===== src/rtl/aes_comp_pkg.sv =====
// Shared AES datapath helpers for the column-serial round stages.
//   AES_RED_POLY : low byte of the GF(2^8) reduction polynomial 0x11B
//   col_t        : one 32-bit state column, [31:24]=row0 ... [7:0]=row3
//   xtime8       : multiply a byte by 2 in GF(2^8)
//   mix_col32    : MixColumns applied to a single column
package aes_comp_pkg;

  localparam logic [7:0] AES_RED_POLY = 8'h1B;
  localparam int unsigned NCOL = 4;

  typedef logic [31:0] col_t;

  function automatic logic [7:0] xtime8(input logic [7:0] a);
    return {a[6:0], 1'b0} ^ (a[7] ? AES_RED_POLY : 8'h00);
  endfunction

  // 3*a is folded in as xtime8(a) ^ a.
  function automatic col_t mix_col32(input col_t c);
    logic [7:0] a0, a1, a2, a3;
    logic [7:0] o0, o1, o2, o3;
    a0 = c[31:24];
    a1 = c[23:16];
    a2 = c[15:8];
    a3 = c[7:0];
    o0 = xtime8(a0) ^ xtime8(a1) ^ a1 ^ a2 ^ a3;
    o1 = a0 ^ xtime8(a1) ^ xtime8(a2) ^ a2 ^ a3;
    o2 = a0 ^ a1 ^ xtime8(a2) ^ xtime8(a3) ^ a3;
    o3 = xtime8(a0) ^ a0 ^ a1 ^ a2 ^ xtime8(a3);
    return {o0, o1, o2, o3};
  endfunction

endpackage


===== src/rtl/aes_mixcol32.sv =====
// Combinational MixColumns for one 32-bit column.
//   col_i : input column (row0 in the top byte)
//   col_o : mixed column, same byte order
module aes_mixcol32
  import aes_comp_pkg::*;
(
  input  col_t col_i,
  output col_t col_o
);

  assign col_o = mix_col32(col_i);

endmodule


===== src/rtl/aes_shiftmix_col32.sv =====
// Column-serial ShiftRows+MixColumns stage with ping-pong block buffers.
//   clk, rst            : clock, asynchronous active-high reset
//   in_valid/in_ready   : SubBytes column handshake, in_col plus in_final
//   out_valid/out_ready : AddRoundKey-facing handshake
//   out_col/out_idx     : result column and its index within the block
//   out_final           : result belongs to a final-round (no MixColumns) block
// Parameters: OUT_REG registers the output column, MIX_EN=0 removes MixColumns.
module aes_shiftmix_col32
  import aes_comp_pkg::*;
#(
  parameter bit OUT_REG = 1'b1,
  parameter bit MIX_EN  = 1'b1
) (
  input  logic        clk,
  input  logic        rst,
  input  logic        in_valid,
  output logic        in_ready,
  input  logic [31:0] in_col,
  input  logic        in_final,
  output logic        out_valid,
  input  logic        out_ready,
  output logic [31:0] out_col,
  output logic [1:0]  out_idx,
  output logic        out_final
);

  col_t       bank_q [2][NCOL];
  logic [1:0] full_q, full_d;
  logic [1:0] final_q, final_d;
  logic       wbank_q, wbank_d;
  logic       rbank_q, rbank_d;
  logic [1:0] wcol_q, wcol_d;
  logic [1:0] rcol_q, rcol_d;
  logic       rdy_q;

  logic       wr_en;
  logic       rd_avail;
  logic       rd_take;
  col_t       shifted;
  col_t       mixed;
  col_t       rd_col;
  logic       rd_final;

  // rdy_q keeps in_ready low through reset and for no longer than one edge after it.
  assign in_ready = rdy_q & ~full_q[wbank_q];
  assign wr_en    = in_valid & in_ready;
  assign rd_avail = full_q[rbank_q];
  assign rd_final = final_q[rbank_q];

  // ShiftRows: row r of output column c comes from stored column (c+r) mod 4.
  always_comb begin
    logic [1:0] sidx;
    shifted = '0;
    sidx    = '0;
    for (int r = 0; r < 4; r++) begin
      sidx = rcol_q + 2'(r);
      shifted[31-8*r -: 8] = bank_q[rbank_q][sidx][31-8*r -: 8];
    end
  end

  aes_mixcol32 u_mix (
    .col_i (shifted),
    .col_o (mixed)
  );

  assign rd_col = (rd_final || !MIX_EN) ? shifted : mixed;

  always_comb begin
    full_d  = full_q;
    final_d = final_q;
    wbank_d = wbank_q;
    wcol_d  = wcol_q;
    rbank_d = rbank_q;
    rcol_d  = rcol_q;
    if (wr_en) begin
      wcol_d = wcol_q + 2'd1;
      if (wcol_q == 2'd0) final_d[wbank_q] = in_final;
      if (wcol_q == 2'd3) begin
        full_d[wbank_q] = 1'b1;
        wbank_d         = ~wbank_q;
      end
    end
    // A bank being written is never full, so this clear never collides with the set above.
    if (rd_take) begin
      rcol_d = rcol_q + 2'd1;
      if (rcol_q == 2'd3) begin
        full_d[rbank_q] = 1'b0;
        rbank_d         = ~rbank_q;
      end
    end
  end

  always_ff @(posedge clk or posedge rst) begin
    if (rst) begin
      full_q  <= '0;
      final_q <= '0;
      wbank_q <= 1'b0;
      wcol_q  <= '0;
      rbank_q <= 1'b0;
      rcol_q  <= '0;
      rdy_q   <= 1'b0;
    end else begin
      full_q  <= full_d;
      final_q <= final_d;
      wbank_q <= wbank_d;
      wcol_q  <= wcol_d;
      rbank_q <= rbank_d;
      rcol_q  <= rcol_d;
      rdy_q   <= 1'b1;
    end
  end

  // Block data needs no reset: the full flags gate every read.
  always_ff @(posedge clk) begin
    if (wr_en) bank_q[wbank_q][wcol_q] <= in_col;
  end

  if (OUT_REG) begin : g_oreg
    logic       ov_q;
    col_t       oc_q;
    logic [1:0] oi_q;
    logic       of_q;
    logic       o_adv;

    assign o_adv   = ~ov_q | out_ready;
    assign rd_take = rd_avail & o_adv;

    always_ff @(posedge clk or posedge rst) begin
      if (rst) begin
        ov_q <= 1'b0;
        oc_q <= '0;
        oi_q <= '0;
        of_q <= 1'b0;
      end else if (o_adv) begin
        ov_q <= rd_avail;
        if (rd_avail) begin
          oc_q <= rd_col;
          oi_q <= rcol_q;
          of_q <= rd_final;
        end
      end
    end

    assign out_valid = ov_q;
    assign out_col   = oc_q;
    assign out_idx   = oi_q;
    assign out_final = of_q;
  end else begin : g_ocomb
    assign rd_take   = rd_avail & out_ready;
    assign out_valid = rd_avail;
    // Gated so the idle output reads as zero rather than stale bank contents.
    assign out_col   = rd_avail ? rd_col : '0;
    assign out_idx   = rd_avail ? rcol_q : '0;
    assign out_final = rd_avail & rd_final;
  end

endmodule


===== config.mk =====
export PLATFORM = sky130hd
export DESIGN_NAME = aes_shiftmix_col32
export DESIGN_NICKNAME = d
export VERILOG_FILES = /design/src/rtl/aes_comp_pkg.sv /design/src/rtl/aes_mixcol32.sv /design/src/rtl/aes_shiftmix_col32.sv
export SDC_FILE = /design/constraint.sdc
export NUM_CORES = 1
export LEC_CHECK = 0
export BUFFER_PORTS_ARGS = -buffer_cell sky130_fd_sc_hd__buf_2
export CORE_ASPECT_RATIO = 0.8
export CORE_MARGIN = 2
export CORE_UTILIZATION = 61
export CTS_BUF_LIST = sky130_fd_sc_hd__clkbuf_4 sky130_fd_sc_hd__clkbuf_8
export CTS_CLUSTER_SIZE = 28
export DETAILED_ROUTE_END_ITERATION = 16
export GPL_TIMING_DRIVEN = 0
export MAX_ROUTING_LAYER = met4
export PLACE_DENSITY = 0.8
export SYNTH_ARGS = -nofsm -noshare
export SYNTH_HDL_FRONTEND = slang
export SYNTH_SLANG_ARGS = --single-unit
export TNS_END_PERCENT = 10

===== constraint.sdc =====
create_clock -name clk -period 4.48 [get_ports clk]
set_clock_uncertainty 0.1 [all_clocks]
set_input_delay 0.448 -clock clk [delete_from_list [all_inputs] [get_ports clk]]
set_output_delay 0.448 -clock clk [all_outputs]
set_load 0.005 [all_outputs]

==> results.json, run 1 <==
{
  "synth-seq-cells": 303,
  "busiest_layer": "met2",
  "use_met3_pct": 6.230,
  "synth_mux_area_share_pct": 17.06,
  "clk_latency_ns": 0.55,
  "start_util_pct": 62.10,
  "period_share_pct": 76.32,
  "drive_gt1_share_pct": 30.65,
  "core.rowCount": 48,
  "synth_ff_type": "edfxtp_1",
  "drcViolationCount": 0,
  "numCtsBuffers": 46,
  "yosysTopAreaCell": "edfxtp_1",
  "grtUsageTotal_pct": 27.61,
  "nNetsFinal": 878,
  "cap_violations": 0,
  "synth_fa_ha_area_share_pct": 0.4686,
  "cts_root_buf": "clkbuf_8",
  "p_total_uw": 13330,
  "timing.rr.start": "rcol_q[0]",
  "worstSetupPathType": "flop to flop",
  "seq_area_frac_synth_pct": 66.39,
  "worst_setup_path_start_kind": "flop",
  "slew_headroom_pct": 32.90,
  "ys_types": 42,
  "use_met2_pct": 42.79,
  "grt_max_degree": 42,
  "synth_commonest_cells": "edfxtp_1 (256), xnor2_1 (98), nand2_1 (48), dfrtp_1 (47), mux4_2 (41)",
  "crit_top_cell": "buf_6",
  "rrSetupSlack_ns": 1.06,
  "whs_path_depth": 2,
  "post_cts_buffers": 0,
  "max-vdd-ir-drop_uv": 445.9,
  "drt_iter0_drc": 690,
  "path_max_fanout": 10,
  "synthSimpleGateAreaFrac_pct": 1.968,
  "hpwl_um": 19800,
  "cts_sinks": 303,
  "synth_edf_count": 256,
  "core_sq_um": 21500,
  "top_level_ports": 74,
  "synth_xor_area_share_pct": 9.306,
  "synth-compound-area-share_pct": 2.643,
  "hold_end": "final_q[1]",
  "syn-cell-area_sq_um": 13350,
  "fin_util_pct": 70.78,
  "p_per_area_nw_per_um2": 875.9,
  "status": "complete, no violations",
  "hold-worst-slack_ns": 0.05456,
  "route.antenna.remaining_nets": 0,
  "finalHoldViolations": 0,
  "worstHoldStart": "in_final",
  "required_ns": 4.77,
  "cts.reportedPaths.clkPinSlew_ns": 0.07,
  "tritoncts": "built",
  "overflow": 0,
  "wl_per_cell_um": 26.19,
  "synthArstFlopShare_pct": 15.51,
  "clockBufferDepth": 3,
  "grt_pass1_vias": 7088,
  "die_h_um": 136.3,
  "cts_max_level": 2,
  "netlist.area_leader.share_pct": 57.58,
  "synthCells": 705,
  "synth.most_common_cell": "edfxtp_1",
  "min_path_type": "input pin to flop",
  "critPathSlowestCell": "mux2i_1",
  "gp_congestion": 0.8722,
  "ys_warn_count": 0,
  "syn_nets": 747,
  "period_minus_slack_ns": 3.419,
  "grt_pass1_wl_um": 44040,
  "worstSetupEndpointType": "flop",
  "rsz0062_at_grt": "no",
  "worstMarginPinSlew_ns": 0.9785,
  "arrival_ns": 3.71,
  "drt_wl_total_um": 29960,
  "setup_violations": 0,
  "leakage_uw": 0.005426,
  "io_buffers": 73,
  "grt_util_met1_pct": 37.81,
  "final-max-slew-violation-count": 0,
  "die_area_sq_um": 23090,
  "worstReg2RegEnd": "out_col[6]",
  "synth.area.top_cells": "edfxtp_1 (58%), dfrtp_1 (8.8%), mux4_2 (6.9%), xnor2_1 (6.4%), mux4_1 (4.3%)",
  "worstRegToRegCells": 9,
  "synth_top_family_by_area": "multiplexers",
  "viasPerCell": 6.089,
  "syn2layout_area_growth_pct": 13.98,
  "antenna_found_initial": 1,
  "cp_slowest_stage_delay_ns": 0.78,
  "die_x_um": 169.4,
  "syn_area_per_cell_sq_um": 18.94,
  "path_cells": "buf_6, buf_12, buf_6, buf_6, mux4_2, mux2i_1, xnor2_1, xnor2_1, o221ai_1",
  "fmax_mhz": 292.5,
  "num_vias": 6966,
  "first_pass_iters": 5
}
==> what timing repair did <==
item	in CTS	in global routing
hold buffers	1	0
resized for setup	0	0
hold endpoints to repair	47	0
setup endpoints to repair	0	0
==> worst max-delay path, delay by kind of cell (launching register included) <==
| kind | cells | cell delay [ns] |
|---|---|---|
| compound gates | 1 | 0.14 |
| xor+xnor | 2 | 0.58 |
| buf+inv | 4 | 0.88 |
| flops | 1 | 0.45 |
| mux | 2 | 1.09 |
==> placed cells by master (no fill, tap or decap), types with 4 or more instances in the layout <==
cell type / Yosys / routed
ha_1: 5 / 5
nand2_1: 48 / 48
clkbuf_1: 11 / 11
mux4_2: 41 / 41
clkbuf_8: 0 / 48
clkinv_1: 0 / 4
mux2i_2: 8 / 8
mux2i_4: 13 / 13
clkbuf_4: 0 / 15
buf_2: 8 / 81
xnor2_1: 98 / 98
dfrtp_1: 47 / 47
edfxtp_1: 256 / 256
buf_12: 2 / 11
o221ai_1: 28 / 28
buf_6: 9 / 9
and3_2: 0 / 6
clkinv_2: 0 / 7
buf_4: 5 / 5
mux4_1: 22 / 22
inv_1: 6 / 5
xor2_1: 21 / 21
mux2i_1: 32 / 32
==> worst max-delay path by stage <==
stage	slack, ns	cells past startpoint	to	start
2_1_floorplan	1.30	6	bank_q[0][0]	wbank_q
3_3_place_gp	-0.41	6	bank_q[1][2]	wbank_q
3_5_place_dp	1.20	9	out_col[6]	rcol_q[0]
4_1_cts	1.18	9	out_col[6]	rcol_q[0]
5_1_grt	0.92	9	out_col[6]	rcol_q[0]
6_report	1.06	9	out_col[6]	rcol_q[0]
==> area by class of cell <==
type | count | area, sq um
diodes | 1 | 2.502
plain buffers | 35 | 260.3
clock buffers | 63 | 773.2
clock inverters | 17 | 168.9
fillers | 1334 | 6282
inverters | 7 | 26.28
multi-input cells | 360 | 4224
flip-flops and latches | 303 | 8864
well taps | 275 | 344.1
repair buffers | 83 | 555.5
==> power by group <==
group / switching (uW) / internal, uW / total [uW] / leakage (uW)
logic: 3810 / 3530 / 7340 / 0.00204
clock network: 1040 / 1300 / 2340 / 0.000505
registers: 191 / 3460 / 3650 / 0.00289
==> state kept, by name, indices dropped and copies added, names as in the netlist <==
name and count:
bank_q 256, out_col 32, final_q 2, full_q 2
out_idx 2, rcol_q 2, wcol_q 2, out_final 1
out_valid 1, rbank_q 1, rdy_q 1, wbank_q 1
==> stage by stage <==
| stage | setup TNS, ns | instances | cell area (sq um) | setup WS, ns |
|---|---|---|---|---|
| 3_5_place_dp | 0 | 1062 | 14260 | 1.196 |
| 5_1_grt | 0 | 1144 | 15220 | 0.9208 |
| 4_1_cts | 0 | 1143 | 15220 | 1.183 |
| 6_report | 0 | 1144 | 15220 | 1.061 |
| 3_3_place_gp | -26.80 | 1053 | 14060 | -0.4130 |
| 2_1_floorplan | 0 | 705 | 13350 | 1.303 |
==> metal layers <==
| layer | up-vias | part of all wire (%) |
|---|---|---|
| li1 | 3031 | - |
| met1 | 3591 | 43 |
| met2 | 293 | 47 |
| met3 | 51 | 8.2 |
| met4 | 0 | 2.3 |
| met5 | - | 0 |
==> kinds of logic after synthesis <==
family / after synthesis
simple gates: 63
xor+xnor: 129
other cells: 1
mux: 120
buf+inv: 42
compound gates: 42
flops: 303
fa+ha+maj: 5
Power figures use the tool's default switching activity.
==> run 2: changes to the inputs <==
==> constraint.sdc (replaced) <==
create_clock -name clk -period 3.34 [get_ports clk]
set_clock_uncertainty 0.1 [all_clocks]
set_input_delay 0.334 -clock clk [delete_from_list [all_inputs] [get_ports clk]]
set_output_delay 0.334 -clock clk [all_outputs]
set_load 0.005 [all_outputs]
==> run 2 against run 1 <==
Compared with the run above: register-to-register slack worse by 0.92 ns; global-route usage is 0.43 points higher; hold slack better by 0.075 ns; via count is 1.7% higher; largest power group unchanged; first-iteration DRC count decreased by 6.1%; clock power up 34%; wire length rose by 1.5%; count of clock-buffer cells in the layout unchanged; non-clock buffer count increased by 34; largest cell class unchanged; power grew 35%; final area rose by 2.3%.
==> results.json, run 2 (synthesized netlist as in run 1, its figures left out) <==
{
  "status": "complete, no violations",
  "worst_setup_path_start_kind": "flop",
  "final-max-slew-violation-count": 0,
  "hpwl_um": 19800,
  "largest_register_ffs": 256,
  "cts_max_level": 2,
  "dp.cells": 1062,
  "clockBufferDepth": 3,
  "num_vias": 7081,
  "top_register": "bank_q",
  "gp_congestion": 0.8722,
  "path_max_fanout": 10,
  "die_x_um": 169.4,
  "cp_slowest_stage_delay_ns": 0.44,
  "die_area_sq_um": 23090,
  "num_antenna_cells": 0,
  "drive_gt1_share_pct": 29.71,
  "drt_wl_total_um": 30430,
  "rsz0062_at_grt": "no",
  "setup_violations": 0,
  "min_path_type": "input pin to asynchronous set/reset pin",
  "post_cts_buffers": 0,
  "leakage_uw": 0.005568,
  "die_h_um": 136.3,
  "worstSetupPathType": "flop to flop",
  "first_pass_iters": 5,
  "grtUsageTotal_pct": 28.04,
  "finalHoldViolations": 0,
  "max-vdd-ir-drop_uv": 601.0,
  "syn2layout_area_growth_pct": 16.65,
  "crit_cells": 10,
  "stdcell_count": 1177,
  "tritoncts": "built",
  "core.rowCount": 48,
  "worstMarginPinSlew_ns": 0.6739,
  "drt_iter0_drc": 648,
  "start_util_pct": 62.10,
  "route.antenna.remaining_nets": 0,
  "path_cells": "ha_1, buf_4, buf_4, clkbuf_4, mux4_1, mux2i_4, xor2_2, xor2_1, xnor2_1, o21ai_1",
  "fin_util_pct": 72.44,
  "top_level_ports": 74,
  "numCtsBuffers": 46,
  "antenna_found_initial": 0,
  "wl_per_cell_um": 25.85,
  "period_share_pct": 95.79,
  "viasPerCell": 6.016,
  "grt_pass1_wl_um": 44840,
  "fmax_mhz": 312.5,
  "p_per_area_nw_per_um2": 1153,
  "overflow": 0,
  "io_buffers": 73,
  "nNetsFinal": 912,
  "period_minus_slack_ns": 3.200,
  "cts.reportedPaths.clkPinSlew_ns": 0.07,
  "cts_sinks": 303,
  "drcViolationCount": 0,
  "core_sq_um": 21500,
  "worstRegToRegCells": 10,
  "slew_headroom_pct": 55.07,
  "layout_common_cells": "edfxtp_1 (256), xnor2_1 (98), buf_2 (80)",
  "grt_pass1_vias": 7262,
  "cap_violations": 0,
  "worstSetupEndpointType": "flop",
  "crit_family": "multiplexers",
  "grt_max_degree": 42,
  "crit_top_cell": "buf_4",
  "layout_commonest_cell": "edfxtp_1",
  "p_total_uw": 17960,
  "clk_latency_ns": 0.55,
  "arrival_ns": 3.51,
  "required_ns": 3.65,
  "cts_root_buf": "clkbuf_8",
  "critPathSlowestCell": "dfrtp_1",
  "path_buf_inv": 3
}
run 2: final timing paths:
kind,from,end,slack [ns]
max in group asynchronous,rst,out_col[26],2.53
setup reg to reg,rcol_q[0],out_col[14],0.14
min in group clk,in_valid,wcol_q[1],0.35
setup / recovery,rcol_q[0],out_col[14],0.14
hold / removal,rst,out_idx[0],0.13
hold reg to reg,out_idx[0],out_idx[0],0.37
run 2: area by class of cell:
class	instances	area, sq um
sequential	303	8864
fill	1294	5926
multi-input combinational	360	4240
timing repair buffer	117	895.9
clock buffer	63	773.2
tap	275	344.1
buffer	35	262.8
clock inverter	17	168.9
inverter	7	26.28
run 2: where the power goes:
| part | switching, uW | internal [uW] | total (uW) |
|---|---|---|---|
| clock | 1390 | 1740 | 3130 |
| sequential | 259 | 4640 | 4900 |
| combinational | 5140 | 4790 | 9930 |
run 2: through the flow:
stage	cell area, sq um	hold slack [ns]	setup TNS, ns	setup slack (ns)
finish	15570	0.1294	0	0.1405
global route	15570	0.1397	0	0.03089
CTS	15560	0.1136	0	0.04286
detailed placement	14260	0.1487	0	0.05649
global placement	14060	0.3569	-127.58	-1.553
floorplan	13350	0.3329	0	0.1631
run 2: worst reg2reg max path: cells and delay by family, from the launching register on:
kind,cells,cell delay [ns]
muxes,2,0.75
DFF,1,0.44
xor gates and xnor gates,3,0.70
buffers and inverters,3,0.69
AOI/OAI and AO/OA,1,0.08
adders and majority gates,1,0.31
run 2: what timing repair did:
| action | in CTS | in global routing |
|---|---|---|
| gates resized for setup | 0 | 4 |
| setup endpoints to repair | 0 | 9 |
| endpoints found under the hold margin | 306 | 0 |
| hold buffers | 35 | 0 |
run 2: per-layer routing:
layer / share of wire (%) / track usage (%) / vias to the layer above
met3: 7.5 / 6.579 / 58
met2: 47 / 43.79 / 291
met1: 43 / 37.72 / 3631
li1: - / - / 3101
met4: 2.5 / 7.882 / 0
met5: 0 / - / -
==> run 3: changes to the inputs <==
--- a/config.mk
+++ b/config.mk
@@ -5,6 +5,7 @@
 export SDC_FILE = /design/constraint.sdc
 export NUM_CORES = 1
 export LEC_CHECK = 0
+export ABC_AREA = 1
 export BUFFER_PORTS_ARGS = -buffer_cell sky130_fd_sc_hd__buf_2
 export CORE_ASPECT_RATIO = 0.8
 export CORE_MARGIN = 2
@@ -14,7 +15,7 @@
 export DETAILED_ROUTE_END_ITERATION = 16
 export GPL_TIMING_DRIVEN = 0
 export MAX_ROUTING_LAYER = met4
-export PLACE_DENSITY = 0.8
+export PLACE_DENSITY = 0.79
 export SYNTH_ARGS = -nofsm -noshare
 export SYNTH_HDL_FRONTEND = slang
 export SYNTH_SLANG_ARGS = --single-unit
==> run 3 against run 2 <==
Compared with the run above: final area up 8.3%; fmax up 1.5%; core utilization down 0.13 points; wire length up 47%; synthesized cell count up 120%; sequential share of layout area down 4.4 points; sequential cell count unchanged; count of clock-buffer cells in the layout up 4; first-iteration DRC count rose to 2.6 times the previous value; critical path type unchanged; hold slack worse by 0.014 ns; die area up 8.0%; critical path depth up 4.
==> results.json, run 3 <==
{
  "top_register": "bank_q",
  "drive_gt1_share_pct": 14.76,
  "grt_pass1_vias": 11700,
  "first_pass_iters": 6,
  "die_h_um": 141.7,
  "min_path_type": "input pin to asynchronous set/reset pin",
  "finalHoldViolations": 0,
  "required_ns": 3.70,
  "worstSetupPathType": "flop to flop",
  "yosysTopAreaCell": "edfxtp_1",
  "synth_edf_count": 256,
  "synthCells": 1576,
  "layout_commonest_cell": "nand2_1",
  "largest_register_ffs": 256,
  "route.antenna.remaining_nets": 0,
  "fmax_mhz": 317.1,
  "timing.final.ws_setup_ns": 0.1867,
  "num_antenna_cells": 0,
  "netlist.area_leader.share_pct": 53.20,
  "busiest_layer": "met2",
  "antenna_found_initial": 0,
  "crit_top_cell": "nand2_1",
  "clockBufferDepth": 3,
  "io_buffers": 73,
  "cts_sinks": 303,
  "rrSetupSlack_ns": 0.19,
  "final-max-slew-violation-count": 0,
  "rsz0062_at_grt": "no",
  "synth-seq-cells": 303,
  "cts_root_buf": "clkbuf_8",
  "grt_max_degree": 37,
  "period_share_pct": 94.41,
  "tns_ns": 0,
  "die_area_sq_um": 24940,
  "path_cells": "ha_1, inv_2, buf_1, nand3_1, o21ai_1, nand2_1, nand2_1, nand2_1, nand2_1, inv_1, nand2_1, nand3_1, nand2_1, nand2_1",
  "clk_latency_ns": 0.60,
  "setup_violations": 0,
  "critPathSlowestCell": "buf_1",
  "use_met3_pct": 8.762,
  "drcViolationCount": 0,
  "worst_setup_path_start_kind": "flop",
  "top_level_ports": 74,
  "crit_family": "simple AND/OR/NAND/NOR gates",
  "core_sq_um": 23330,
  "start_util_pct": 61.92,
  "dp_slack_ns": 0.3234,
  "overflow": 0,
  "use_met2_pct": 56.43,
  "worstRegToRegCells": 14,
  "layout_common_cells": "nand2_1 (594), edfxtp_1 (256), nor2_1 (202)",
  "tritoncts": "built",
  "cp_slowest_stage_delay_ns": 0.58,
  "hold-worst-slack_ns": 0.1154,
  "ys_warn_count": 0,
  "grt_util_met1_pct": 49.91,
  "synth_commonest_cells": "nand2_1 (594), edfxtp_1 (256), nor2_1 (204), nand3_1 (104), o21ai_1 (71)",
  "worstMarginPinSlew_ns": 0.8401,
  "syn2layout_area_growth_pct": 16.77,
  "synth_ff_type": "edfxtp_1",
  "slew_headroom_pct": 43.69,
  "drt_wl_total_um": 44720,
  "syn_nets": 1618,
  "grt_pass1_wl_um": 67010,
  "synthArstFlopShare_pct": 15.51,
  "drt_iter0_drc": 1661,
  "period_minus_slack_ns": 3.153,
  "syn_area_per_cell_sq_um": 9.168,
  "grtUsageTotal_pct": 37.44,
  "synth.most_common_cell": "nand2_1",
  "cts_resized": 0,
  "nNetsFinal": 1795,
  "numCtsBuffers": 47,
  "viasPerCell": 5.907,
  "die_x_um": 176.1,
  "wl_per_cell_um": 21.28,
  "syn-cell-area_sq_um": 14450,
  "seq_area_frac_synth_pct": 61.34,
  "num_vias": 12410,
  "cts.reportedPaths.clkPinSlew_ns": 0.06,
  "timing.rr.start": "rcol_q[1]",
  "ys_types": 33,
  "path_max_fanout": 10,
  "path_buf_inv": 3,
  "worstReg2RegEnd": "out_col[11]",
  "cts_max_level": 2,
  "worstSetupEndpointType": "flop",
  "gp_congestion": 0.9859,
  "core.rowCount": 50,
  "hpwl_um": 30900,
  "status": "complete, no violations",
  "cap_violations": 0,
  "synth.area.top_cells": "edfxtp_1 (53%), nand2_1 (15%), dfrtp_1 (8.1%), nor2_1 (5.3%), nand3_1 (3.6%)",
  "arrival_ns": 3.51
}
## run 3: cell count changes after synthesis, moves of 23 or more
cell	change
a21oi_1	+35
nand2_1	+546
nand3_1	+104
buf_2	+23
o21ai_0	+68
xnor2_1	-96
inv_1	+43
nor2_1	+200
o221ai_1	-28
o21ai_1	+69
mux4_2	-41
mux2i_1	-31
## run 3: worst max path at each step
| stage | start | to | slack [ns] | cells after the start |
|---|---|---|---|---|
| 2_1_floorplan | wbank_q | bank_q[0][32] | -0.49 | 4 |
| 5_1_grt | wbank_q | bank_q[0][90] | 0.001 | 6 |
| 4_1_cts | wbank_q | bank_q[0][74] | 0.27 | 6 |
| 6_report | rcol_q[1] | out_col[11] | 0.19 | 14 |
| 3_5_place_dp | wbank_q | bank_q[0][90] | 0.32 | 6 |
| 3_3_place_gp | wbank_q | bank_q[0][69] | -2.81 | 4 |
## run 3: metrics by stage
stage	utilization (%)	std cells	area, sq um
global placement	65.20	1961	15210
detailed placement	66.77	1981	15580
floorplan	-	1576	14460
CTS	72.31	2101	16870
finish	72.31	2101	16870
global route	72.31	2101	16870
## run 3: cell families after synthesis
kind of cell | share of synthesized area (%)
flip-flops | 61.34
other | 0.02595
AO/OA/AOI/OAI | 7.629
multiplexers | 0.1472
buffers and inverters | 4.157
adder cells (fa/ha/maj) | 0.4330
XOR/XNOR | 1.256
AND/OR/NAND/NOR | 25.01
## run 3: cell type report
type / instances / area, sq um
inverter: 65 / 246.5
buffer: 65 / 354.1
timing repair buffer: 128 / 1035
clock inverter: 18 / 131.4
tap: 312 / 390.4
fill: 1707 / 6462
clock buffer: 67 / 809.5
sequential: 303 / 8864
multi-input combinational: 1143 / 5042
## run 3: timing repair
item | CTS | global route
buffers inserted | 0 | 0
endpoints found under the hold margin | 306 | 0
hold buffers | 35 | 0
## run 3: worst min-delay path, delay by kind of cell
kind,cells,cell delay [ns]
buffers and inverters,3,0.85
## run 3: metal layers
layer	share of wire [%]	routed length [um]	up-vias
met3	14	6201	160
met4	3.9	1755	0
met1	38	16970	5758
met5	0	0	-
li1	-	-	5605
met2	44	19800	888
Power of run 3 is left out: the tool's default activity adds up to more than one toggle a clock period on the data nets, which glitch-free logic cannot reach.
